--- src/rtl/alu_cmd_issuer.sv ---
// Issue/return stage for the 1-cycle inc/dec ALU: queues commands, issues them under result-FIFO credit,
// and returns tagged results in order. Accept-to-result latency is 3 cycles; the ALU itself never stalls.
module alu_cmd_issuer #(
  parameter int CMD_DEPTH = 8,
  parameter int RES_DEPTH = 4
) (
  input  logic       clk,
  input  logic       rst,
  input  logic       in_valid,
  output logic       in_ready,
  input  logic       in_cmd,
  input  logic [7:0] in_addr,
  input  logic [7:0] in_data,
  output logic       alu_cmd,
  output logic [7:0] alu_addr,
  output logic [7:0] alu_data,
  input  logic [7:0] alu_dout,
  output logic       res_valid,
  input  logic       res_ready,
  output logic       res_cmd,
  output logic [7:0] res_addr,
  output logic [7:0] res_data
);

  localparam int CAW = $clog2(CMD_DEPTH);
  localparam int RAW = $clog2(RES_DEPTH);

  typedef struct packed {
    logic       cmd;
    logic [7:0] addr;
    logic [7:0] data;
  } txn_t;

  txn_t           cmd_mem_q [CMD_DEPTH];
  logic [CAW-1:0] cmd_wr_q, cmd_rd_q;
  logic [CAW:0]   cmd_cnt_q, cmd_cnt_d;
  txn_t           res_mem_q [RES_DEPTH];
  logic [RAW-1:0] res_wr_q, res_rd_q;
  logic [RAW:0]   res_cnt_q, res_cnt_d;
  logic           s1_q, s2_q, s2_cmd_q;
  logic [7:0]     s2_addr_q;

  logic           cmd_push, issue, res_push, res_pop;
  logic [RAW+1:0] credits_used;
  txn_t           cmd_head, res_head;

  always_comb begin
    in_ready  = (cmd_cnt_q != (CAW+1)'(CMD_DEPTH));
    cmd_push  = in_valid && in_ready;
    // Credits come back only from registered occupancy, so a pop never races an issue combinationally.
    credits_used = (RAW+2)'(s1_q) + (RAW+2)'(s2_q) + (RAW+2)'(res_cnt_q);
    issue     = (cmd_cnt_q != '0) && (credits_used < (RAW+2)'(RES_DEPTH));
    res_push  = s2_q;
    res_valid = (res_cnt_q != '0);
    res_pop   = res_valid && res_ready;
    cmd_cnt_d = cmd_cnt_q + (CAW+1)'(cmd_push) - (CAW+1)'(issue);
    res_cnt_d = res_cnt_q + (RAW+1)'(res_push) - (RAW+1)'(res_pop);
    cmd_head  = cmd_mem_q[cmd_rd_q];
    res_head  = res_mem_q[res_rd_q];
    // Gate with valid so stale storage never leaks out after a flush.
    res_cmd   = res_valid ? res_head.cmd  : 1'b0;
    res_addr  = res_valid ? res_head.addr : 8'h00;
    res_data  = res_valid ? res_head.data : 8'h00;
  end

  always_ff @(posedge clk) begin
    if (!rst) begin
      cmd_wr_q  <= '0;
      cmd_rd_q  <= '0;
      cmd_cnt_q <= '0;
      res_wr_q  <= '0;
      res_rd_q  <= '0;
      res_cnt_q <= '0;
      s1_q      <= 1'b0;
      s2_q      <= 1'b0;
      s2_cmd_q  <= 1'b0;
      s2_addr_q <= 8'h00;
      alu_cmd   <= 1'b0;
      alu_addr  <= 8'h00;
      alu_data  <= 8'h00;
    end else begin
      cmd_cnt_q <= cmd_cnt_d;
      res_cnt_q <= res_cnt_d;
      if (cmd_push) cmd_wr_q <= cmd_wr_q + CAW'(1);
      if (issue) begin
        cmd_rd_q <= cmd_rd_q + CAW'(1);
        alu_cmd  <= cmd_head.cmd;
        alu_addr <= cmd_head.addr;
        alu_data <= cmd_head.data;
      end
      // alu_cmd/alu_addr double as the stage-1 tag; they only move on issue.
      s1_q      <= issue;
      s2_q      <= s1_q;
      s2_cmd_q  <= alu_cmd;
      s2_addr_q <= alu_addr;
      if (res_push) res_wr_q <= res_wr_q + RAW'(1);
      if (res_pop)  res_rd_q <= res_rd_q + RAW'(1);
    end
  end

  always_ff @(posedge clk) begin
    if (cmd_push) cmd_mem_q[cmd_wr_q] <= {in_cmd, in_addr, in_data};
    if (res_push) res_mem_q[res_wr_q] <= {s2_cmd_q, s2_addr_q, alu_dout};
  end

  a_no_res_overflow: assert property (@(posedge clk) disable iff (!rst)
    !(res_push && !res_pop && res_cnt_q == (RAW+1)'(RES_DEPTH)));

endmodule

--- config.mk ---
export PLATFORM = sky130hd
export DESIGN_NAME = alu_cmd_issuer
export DESIGN_NICKNAME = d
export VERILOG_FILES = /design/src/rtl/alu_cmd_issuer.sv
export SDC_FILE = /design/constraint.sdc
export NUM_CORES = 1
export LEC_CHECK = 0
export BUFFER_PORTS_ARGS = -buffer_cell sky130_fd_sc_hd__buf_4
export CORE_MARGIN = 5
export CORE_UTILIZATION = 43
export DETAILED_ROUTE_END_ITERATION = 16
export SLEW_MARGIN = 20
export SYNTH_ARGS = -nofsm -noshare
export SYNTH_HDL_FRONTEND = slang
export SYNTH_SLANG_ARGS = --single-unit
--- constraint.sdc ---
create_clock -name clk -period 4.5 [get_ports clk]
set_input_delay 0.225 -clock clk [delete_from_list [all_inputs] [get_ports clk]]
set_output_delay 0.225 -clock clk [all_outputs]
set_load 0.01 [all_outputs]
After elaboration in Yosys (flattened, before gate mapping) --
Memories as Yosys holds them, arrays and structs flattened. A register that Yosys moved wholly into a read port is not among the register bits. Index checks and enable logic that the tools add are counted.
Word-level totals: output and inout bits 36, register bits 28, word-level logic and storage cells 39, bits of input ports 29, memory bits (writable) 204, memories 2
Memories:
- cmd_mem_q | words 8, width 17, read ports 1, clocked after Yosys merged registers in 1, wr ports 1, line 34 | txn_t cmd_mem_q [CMD_DEPTH];
- res_mem_q | words 4, width 17, read ports 1, clocked after Yosys merged registers in 1, wr ports 1, line 37 | txn_t res_mem_q [RES_DEPTH];
Cells by class: add/subtract/negate cells 10, order comparisons 1, multiplexer cells 9, equal/unequal tests 1, reductions and logical operators 6
Operator list (number):
- $mux W8 | 2
- $add A3 B1 Y3 const B | 2
- $mux W1 | 5
- $add A2 B1 Y2 const B | 2
- $add A2 B3 Y4 | 1
- $add A4 B1 Y4 | 1
- $lt A4 B3 Y1 const B | 1
- $mux W2 | 2
- $ne A4 B4 Y1 const B | 1
- $reduce_bool A4 Y1 | 1
- $sub A4 B1 Y4 | 1
- $add A3 B1 Y3 | 1
- $logic_and A1 B1 Y1 | 3
- $reduce_bool A3 Y1 | 1
- $sub A3 B1 Y3 | 1
- $add A1 B1 Y2 | 1
- $logic_not A1 Y1 | 1

Depth between registers and ports, before layout --
Gate-level depths: netlist of the first run.
word-level depth 5, gate-level depth with buffers 14, mapped depth without buffers 12

Worst setup path before layout of the first run --
Ideal clock, no wire load.
path kind register -> register, from reg cmd_cnt_q[2], to mem cmd_mem_q[0][0] (netlist bit) (enable), path buffers 1, data arrival time 2.576 ns, data required time 4.087 ns, stages on the path, launching flop included 8, setup time 0.413 ns, slack 1.512 ns, path through dfxtp_1 inv_1 ha_1 or3b_2 clkbuf_1 nand2_1 or2_2 nor3_1
Between the ends: cells in the longest elaborated chain, start to end 4
Ends and longest elaborated chain:
- start: declaration | line 36 | logic [CAW:0] cmd_cnt_q, cmd_cnt_d;
- start signal: assignment | line 82 | cmd_cnt_q <= cmd_cnt_d;
- $ne A4 B4 Y1 | line 48 | in_ready = (cmd_cnt_q != (CAW+1)'(CMD_DEPTH));
- named net in_ready | line 10 | output logic in_ready,
- $logic_and A1 B1 Y1 | line 49 | cmd_push = in_valid && in_ready;
- $mux W1 | line 102 | if (cmd_push) cmd_mem_q[cmd_wr_q] <= {in_cmd, in_addr, in_data};
- $mux W1 (implied by the code) | line 102
- end: declaration | line 34
The timed path passes the listed nets, and every way through them passes these cells.

Final worst setup path of the first run --
from reg res_cnt_q[0], to reg cmd_cnt_q[2]
Between the ends: cells in the longest elaborated chain, start to end 4
Ends and longest elaborated chain:
- start: declaration | line 39 | logic [RAW:0] res_cnt_q, res_cnt_d;
- start signal: assignment | line 83 | res_cnt_q <= res_cnt_d;
- $add A2 B3 Y4 | line 51 | credits_used = (RAW+2)'(s1_q) + (RAW+2)'(s2_q) + (RAW+2)'(res_cnt_q);
- $lt A4 B3 Y1 | line 52 | issue = (cmd_cnt_q != '0) && (credits_used < (RAW+2)'(RES_DEPTH));
- $logic_and A1 B1 Y1 | line 52
- named net issue | line 43 | logic cmd_push, issue, res_push, res_pop;
- $sub A4 B1 Y4 | line 56 | cmd_cnt_d = cmd_cnt_q + (CAW+1)'(cmd_push) - (CAW+1)'(issue);
The timed path passes the listed nets, and every way through them passes these cells. A chain may end at the register's enable or synchronous reset.

==> impl_results.md, run 1 <==
* Status: finished, final reports clean
* Worst EP arrival at ~3600 ps
* Drt initial violations at 298
* Average wire per cell in the routed design at approximately 19 µm
* Worst hold path depth at 3
* Clock Skew at between 15 and 20 ps
* Area leader, netlist: edfxtp_1
* Worst slew pin tran at around 1100 ps
* Routability cong. at approximately 0.73
* CP Buf/Inv Count at 3
* Core area at 22,430 µm²
* Synthesized net count at ~560
* H-tree depth at 1
* Hold Crit Start: in_valid
* Die Ht at 160.3 µm
* Pleak at 3.871 nW
* Area growth, synth to finish at 18.32%
* CTS clk-pin slew, worst paths at roughly 60 ps
* R2R Setup Slk at between 1000 and 1500 ps
* I/O Buffers at 64
* Most used cell along the critical path: ha_1
* Syn Area/Cell at approximately 19 µm²
* Top-level I/O count at 65
* Post-synth EDFFs at 204
* Vias per inst at roughly 5.1
* Syn Inst Count at 510
* Fmax at roughly 0.31 GHz
* Worst VDD drop at 359.0 µV
* Gr ovfl total at 0
* Synth cell types at 37
* Die W at ~160 µm
* Register area share after synthesis at 0.7276
* Antenna violations before repair at 1
* TritonCTS clock tree: done
* MaxCap Viol Count at 0
* Fin crit period at 3221 ps
* Largest net degree at the start of global routing at 37
* Top-count cell post-synth: edfxtp_1
* Slew HR at 0.2783
* GRT Resource Usage Total at 0.1373
* CP max stage delay at ~600 ps
* Multi-input logic area at 2449 µm²
* Post-CTS setup buffers at 0
* Fin area at about 11,000 µm²
* Reg2reg path depth at 12
* Reg2reg start: res_cnt_q[0]$_SDFF_PN0_
* Max-slew violations at 0
* Die Area at roughly 26,000 µm²
* Initial Util at 0.4330
* Synthesized cell area at around 9700 µm²
* YS warnings at 0
* Setup TNS Final at 0 ps
* Final-report hold violation count at 0
* Critical Path Start: res_cnt_q[0]$_SDFF_PN0_
* Register area at 7068 µm²
* Residual DRC at 0
* CTS max path bufs at 3
* Hold WC Path Type: input pin to flop
* Worst setup EP type: flop
* Slowest cell on crit path: o21bai_1
* WHS Endpoint: cmd_wr_q[1]$_SDFFE_PN0P_
* Main synth FF type: edfxtp_1
* RSZ-0062 raised after global routing: no
* Nets at 655
* Synth area leaders: edfxtp_1 63%, mux4_2 12%, dfxtp_1 9.7%, mux2i_1 2.2%, ha_1 2.1%
* R2r endpoint: cmd_cnt_q[2]$_SDFF_PN0_
* Crit Path Max Fanout at 11
* Final setup viols at 0
* ANT nets after route at 0
* Critical Path RT at 4870 ps
* Crit-path cells: ha_1 -> a21oi_2 -> o21bai_1 -> a21o_1 -> inv_2 -> ha_1 -> inv_1 -> ha_1 -> inv_1 -> fa_1 -> xor2_1 -> nor2_1
* Synth top cells by count: 204 x edfxtp_1, 51 x mux4_2, 47 x dfxtp_1
* Critical path's top delay family: compound AO/OA/AOI/OAI gates
* Type of the worst setup path: flop to flop
* Via count at between 4,000 and 5,000
* Initial DRT Pass Iterations at 4
* Layout cell share with drive strength beyond 1 at 0.2855
* Post-placement cell area at approximately 10,000 µm²
* Seq cells post-synth at around 250
* Top cell type's share of synthesized area at 0.6307
* Row cnt at 55
* Clk Latency, worst-skew pair at 510 ps
* CTS Buf Count at 25
* Total routed wirelength at between 15,000 and 20,000 µm
* CTS root buf: clkbuf_16
* Pwr dens at around 570 nW/µm²
* First-pass GRT wire length at ~28,000 µm
* Post-synthesis async set-or-reset flop share at 0
* Clock Sinks at about 250
* Post-DP HPWL at 10,590 µm
* Period utilisation layout at 0.7158
* Vias in the first global route at 4,893
* Worst setup SP type: flop
* Fill count at about 1,800
placed cells by master, fill, tap and decap left out, types with 3 or more instances in the layout:
| cell type | synthesis | routed |
|---|---|---|
| a21oi_1 | 4 | 4 |
| and2_1 | 30 | 30 |
| and2_2 | 4 | 4 |
| buf_4 | 2 | 75 |
| clkbuf_1 | 13 | 10 |
| clkbuf_16 | 0 | 25 |
| clkinv_1 | 0 | 4 |
| clkinv_2 | 0 | 3 |
| dfxtp_1 | 47 | 46 |
| dlygate4sd3_1 | 0 | 25 |
| edfxtp_1 | 204 | 204 |
| ha_1 | 16 | 16 |
| inv_1 | 13 | 13 |
| mux2i_1 | 21 | 21 |
| mux4_2 | 51 | 51 |
| nand2_1 | 9 | 9 |
| nand2b_1 | 5 | 5 |
| nand3_1 | 12 | 12 |
| nand4_1 | 8 | 8 |
| nor2_1 | 18 | 18 |
| o211ai_1 | 8 | 8 |
| o2bb2ai_2 | 9 | 9 |
| xnor2_1 | 4 | 4 |
| xor2_1 | 3 | 3 |
metrics by stage:
step                      std cells  setup WS [ps]  total power, mW  utilization  hold slack (ps)
after floorplan                 510           1512            4.159            -            323.9
after global placement          841           1395            4.693       0.4675            427.9
after detailed placement        841           1245            4.744       0.4675            433.1
after CTS                       912           1234            6.662       0.5122            2.572
after global routing            913           1044            6.930       0.5123            25.79
final                           913           1279            6.560       0.5123            29.19
tightest hold or removal path, stage by stage:
cell and delay [ps]:
buf_4 120, nand3_1 70, a21oi_1 60
kinds of logic (layout without fill, tap and decap cells):
| group | after synthesis | in the layout | share of synthesized area |
|---|---|---|---|
| flip-flops | 251 | 251 | 0.7276 |
| AND/OR/NAND/NOR | 93 | 93 | 0.05256 |
| multiplexers | 72 | 72 | 0.1399 |
| buffers and inverters | 43 | 160 | 0.02267 |
| AO/OA/AOI/OAI | 26 | 26 | 0.02628 |
| adder cells (fa/ha/maj) | 18 | 18 | 0.02473 |
| XOR/XNOR | 7 | 7 | 0.006312 |
| other | 0 | 1 | 0 |
power by group:
part	internal [mW]	switching (mW)	total (mW)	leakage, nW
Clock	1.10	0.793	1.89	0.364
Combinational	0.878	0.849	1.73	1.26
Sequential	2.76	0.180	2.94	2.24
Total	4.74	1.82	6.56	3.87
area by class of cell:
type | count | share of cell area
multi-input cells | 216 | 0.2131
diodes | 1 | 0.0002177
well taps | 285 | 0.03103
clock buffers | 36 | 0.05890
inverters | 14 | 0.004573
clock inverters | 10 | 0.006424
flip-flops and latches | 251 | 0.6150
repair buffers | 100 | 0.07077
registers in the layout, indices dropped and copies added, names as in the netlist, 2 cells and up, named ones only:
register,flops
res_wr_q,2
res_cnt_q,3
cmd_wr_q,3
alu_addr,8
res_mem_q,68
res_rd_q,2
s2_addr_q,8
cmd_rd_q,3
cmd_cnt_q,4
cmd_mem_q,136
alu_data,8
routing by layer:
| metal | vias to the layer above | GRT usage | part of all wire |
|---|---|---|---|
| li1 | 2198 | - | - |
| met1 | 2365 | 0.1754 | 0.42 |
| met2 | 86 | 0.2461 | 0.52 |
| met3 | 22 | 0.02438 | 0.038 |
| met4 | 0 | 0.03129 | 0.018 |
| met5 | - | 0 | 0 |
what timing repair did:
action | in CTS | in global routing
setup endpoints to repair | 0 | 0
hold endpoints to repair | 168 | 0
gates resized for setup | 0 | 0
hold buffers | 25 | 0
worst max path at each step:
stage	end	slack, ps	cells after the start
floorplan	cmd_mem_q[0][0]$_DFFE_PP_	1510	7
global placement	cmd_cnt_q[2]$_SDFF_PN0_	1390	12
detailed placement	cmd_cnt_q[2]$_SDFF_PN0_	1250	12
CTS	cmd_cnt_q[2]$_SDFF_PN0_	1230	12
global route	cmd_cnt_q[2]$_SDFF_PN0_	1040	12
finish	cmd_cnt_q[2]$_SDFF_PN0_	1280	12
(Power assumes the default switching activity.)
==> run 2, diff against run 1 <==
==> constraint.sdc (replaced) <==
create_clock -name clk -period 2.7 [get_ports clk]
set_input_delay 0.135 -clock clk [delete_from_list [all_inputs] [get_ports clk]]
set_output_delay 0.135 -clock clk [all_outputs]
set_load 0.01 [all_outputs]
==> run 2 against run 1 <==
  * Via count grew 2.2%
  * First-iteration DRC count shrank 44%
  * Global-route usage is 0.51 points higher
  * Setup slack lost 1100 ps
  * Fmax is 27% higher
  * Register-to-register slack got worse by 1100 ps
  * Wire length up 3.2%
  * Critical path depth did not move
  * Combinational power up 78%
  * Power increased by 72%
  * Design area is 1.5% higher
  * Hold slack better by 13 ps
  * Largest cell class unchanged
==> impl_results.md, run 2 (synthesis gave the netlist of run 1 again) <==
* Status: finished, final reports clean (unchanged)
* Vias per inst at 5.157 (was 5.116)
* TritonCTS clock tree: done (unchanged)
* Die W at 160.3 µm (unchanged)
* MaxCap Viol Count at 0 (unchanged)
* Worst setup EP type: flop (unchanged)
* Max reg flops at 136 (unchanged)
* Die Area at 25,690 µm² (unchanged)
* Die Ht at 160.3 µm (unchanged)
* Worst setup SP type: flop (unchanged)
* Top-level I/O count at 65 (unchanged)
* Clk Latency, worst-skew pair at 510 ps (about the same)
* Most frequent cells in the layout: 204 x edfxtp_1, 84 x buf_4, 51 x mux4_2, 46 x dfxtp_1, 30 x and2_1 (was 204 x edfxtp_1, 75 x buf_4, 51 x mux4_2, 46 x dfxtp_1, 30 x and2_1)
* Most used cell along the critical path: ha_1 (unchanged)
* First-pass GRT wire length at 28,830 µm (was 27,730 µm)
* I/O Buffers at 64 (unchanged)
* CP max stage delay at 380 ps (was 600 ps)
* Fill count at 1,809 (was 1,812)
* Biggest regs: cmd_mem_q: 136 flops, res_mem_q: 68 flops (unchanged)
* Switch Pwr at 3.129 mW (was 1.823 mW)
* Residual DRC at 0 (unchanged)
* Routed wl met2 at 9288 µm (was 9107 µm)
* Register with the most flip-flops: cmd_mem_q (unchanged)
* Layout Utilization at 0.5202 (was 0.5123)
* Critical Path Start: res_cnt_q[0]$_SDFF_PN0_ (unchanged)
* GRT Resource Usage Total at 0.1424 (was 0.1373)
* Gr ovfl total at 0 (unchanged)
* Drt initial violations at 166 (was 298)
* CTS Buf Count at 26 (was 25)
* Antenna violations before repair at 1 (unchanged)
* Clock Power Share at 0.298 (was 0.289)
* Period utilisation layout at 0.9373 (was 0.7158)
* Critical path's top delay family: adder cells (was compound AO/OA/AOI/OAI gates)
* Setup TNS Final at 0 ps (unchanged)
* Nets at 668 (was 655)
* Row cnt at 55 (unchanged)
* Reg2reg start: res_cnt_q[0]$_SDFF_PN0_ (unchanged)
* H-tree depth at 1 (unchanged)
* Worst VDD drop at 511.7 µV (was 359.0 µV)
* Slowest cell on crit path: or3_4 (was o21bai_1)
* Initial DRT Pass Iterations at 4 (unchanged)
* Clock Sinks at 251 (unchanged)
* Slew HR at 0.4500 (was 0.2783)
* Type of the worst setup path: flop to flop (unchanged)
* Vias in the first global route at 5,115 (was 4,893)
* Post-DP HPWL at 10,800 µm (was 10,590 µm)
* ANT nets after route at 0 (unchanged)
* CTS clk-pin slew, worst paths at 60 ps (about the same)
* Critical Path RT at 3100 ps (was 4870 ps)
* Final setup viols at 0 (unchanged)
* Layout cell share with drive strength beyond 1 at 0.3094 (was 0.2855)
* WL met3 at 673 µm (was 668 µm)
* Worst EP arrival at 2930 ps (was 3590 ps)
* Clock Skew at 5.838 ps (was 19.28 ps)
* Sequential share of power at 0.429 (was 0.448)
* Met1 wire length at 7846 µm (was 7439 µm)
* Combinational power share at 0.273 (was 0.263)
* Sw frac at 0.2773 (was 0.2778)
* CTS root buf: clkbuf_16 (unchanged)
* Overall power at 11.28 mW (was 6.560 mW)
* Hold Crit Start: res_ready (was in_valid)
* Worst slew pin tran at 825.0 ps (was 1079 ps)
* Core area at 22,430 µm² (unchanged)
* CP Buf/Inv Count at 3 (unchanged)
* Int Pwr at 8.155 mW (was 4.738 mW)
* Via count at 4,775 (was 4,671)
* Average wire per cell in the routed design at 19.54 µm (was 19.20 µm)
* Final-report hold violation count at 0 (unchanged)
* Fin area at 11,670 µm² (was 11,490 µm²)
* Pleak at 3.987 nW (was 3.871 nW)
* Most common library cell in the layout ignoring fill and taps: edfxtp_1 (unchanged)
* DR top layer: met4 (unchanged)
* Post-placement cell area at 10,580 µm² (was 10,490 µm²)
* CTS max path bufs at 3 (unchanged)
* Fin crit period at 2531 ps (was 3221 ps)
* Routability cong. at 0.7226 (was 0.7321)
* Crit Path Max Fanout at 3 (was 11)
* Post-CTS setup buffers at 0 (unchanged)
* Total routed wirelength at 18,090 µm (was 17,530 µm)
* Hold WC Path Type: input pin to flop (unchanged)
* Initial Util at 0.4330 (unchanged)
* Fmax at 0.3951 GHz (was 0.3105 GHz)
* Crit-path cells: ha_1 -> a21oi_2 -> or3_4 -> a21o_1 -> inv_2 -> ha_1 -> inv_1 -> ha_1 -> inv_1 -> fa_1 -> xor2_1 -> nor2_1 (was ha_1 -> a21oi_2 -> o21bai_1 -> a21o_1 -> inv_2 -> ha_1 -> inv_1 -> ha_1 -> inv_1 -> fa_1 -> xor2_1 -> nor2_1)
* Largest net degree at the start of global routing at 37 (unchanged)
* Area growth, synth to finish at 20.15% (was 18.32%)
* Max-slew violations at 0 (unchanged)
* Pwr dens at 966.9 nW/µm² (was 570.8 nW/µm²)
* RSZ-0062 raised after global routing: no (unchanged)
[run 2: layer usage]
metal,vias to the layer above,global-route usage
met1,2451,0.1844
met4,0,0.03246
li1,2216,-
met5,-,0
met2,85,0.2514
met3,23,0.02643
[run 2: stage by stage]
stage / worst slack (ps) / cells / hold slack [ps]
2_1_floorplan: 46.59 / 510 / 233.9
3_3_place_gp: 244.0 / 852 / 337.4
3_5_place_dp: 172.3 / 852 / 343.3
4_1_cts: 162.6 / 925 / 29.30
5_1_grt: 22.29 / 926 / 68.63
6_report: 169.2 / 926 / 42.16
[run 2: area by class of cell]
class / instances / area (µm²) / area share
Sequential cell: 251 / 7068 / 0.6057
Inverter: 14 / 52.55 / 0.004503
Clock inverter: 13 / 87.58 / 0.007505
Clock buffer: 34 / 732.0 / 0.06272
Timing Repair Buffer: 112 / 930.9 / 0.07977
Antenna cell: 1 / 2.502 / 0.0002144
Tap cell: 285 / 356.6 / 0.03056
Multi-Input combinational cell: 216 / 2440 / 0.2091
[run 2: what timing repair did]
item | in CTS | in global routing
hold endpoints to repair | 171 | 0
hold buffers | 26 | 0
endpoints found under the setup margin | 0 | 1
resized for setup | 0 | 1
[run 2: power groups by stage]
stage,Sequential (mW),Combinational [mW],Clock (mW)
final,4.85,3.08,3.36
after global routing,4.90,3.40,3.63
after CTS,4.86,3.15,3.46
after detailed placement,4.94,3.10,0
after global placement,4.91,3.06,0
after floorplan,4.86,2.07,0
[run 2: final timing paths]
check / endpoint / slack (ps) / depth (start not counted)
min reg2reg: res_push$_SDFF_PN0_ / 460 / 1
max: cmd_cnt_q[2]$_SDFF_PN0_ / 170 / 12
min: flop / 40 / 4
max reg2reg: cmd_cnt_q[2]$_SDFF_PN0_ / 170 / 12
[run 2: tightest hold or removal path, delay by kind of cell]
kind	cells	cell delay, ps
buf+inv	1	110
xor+xnor	1	70
simple gates	2	190
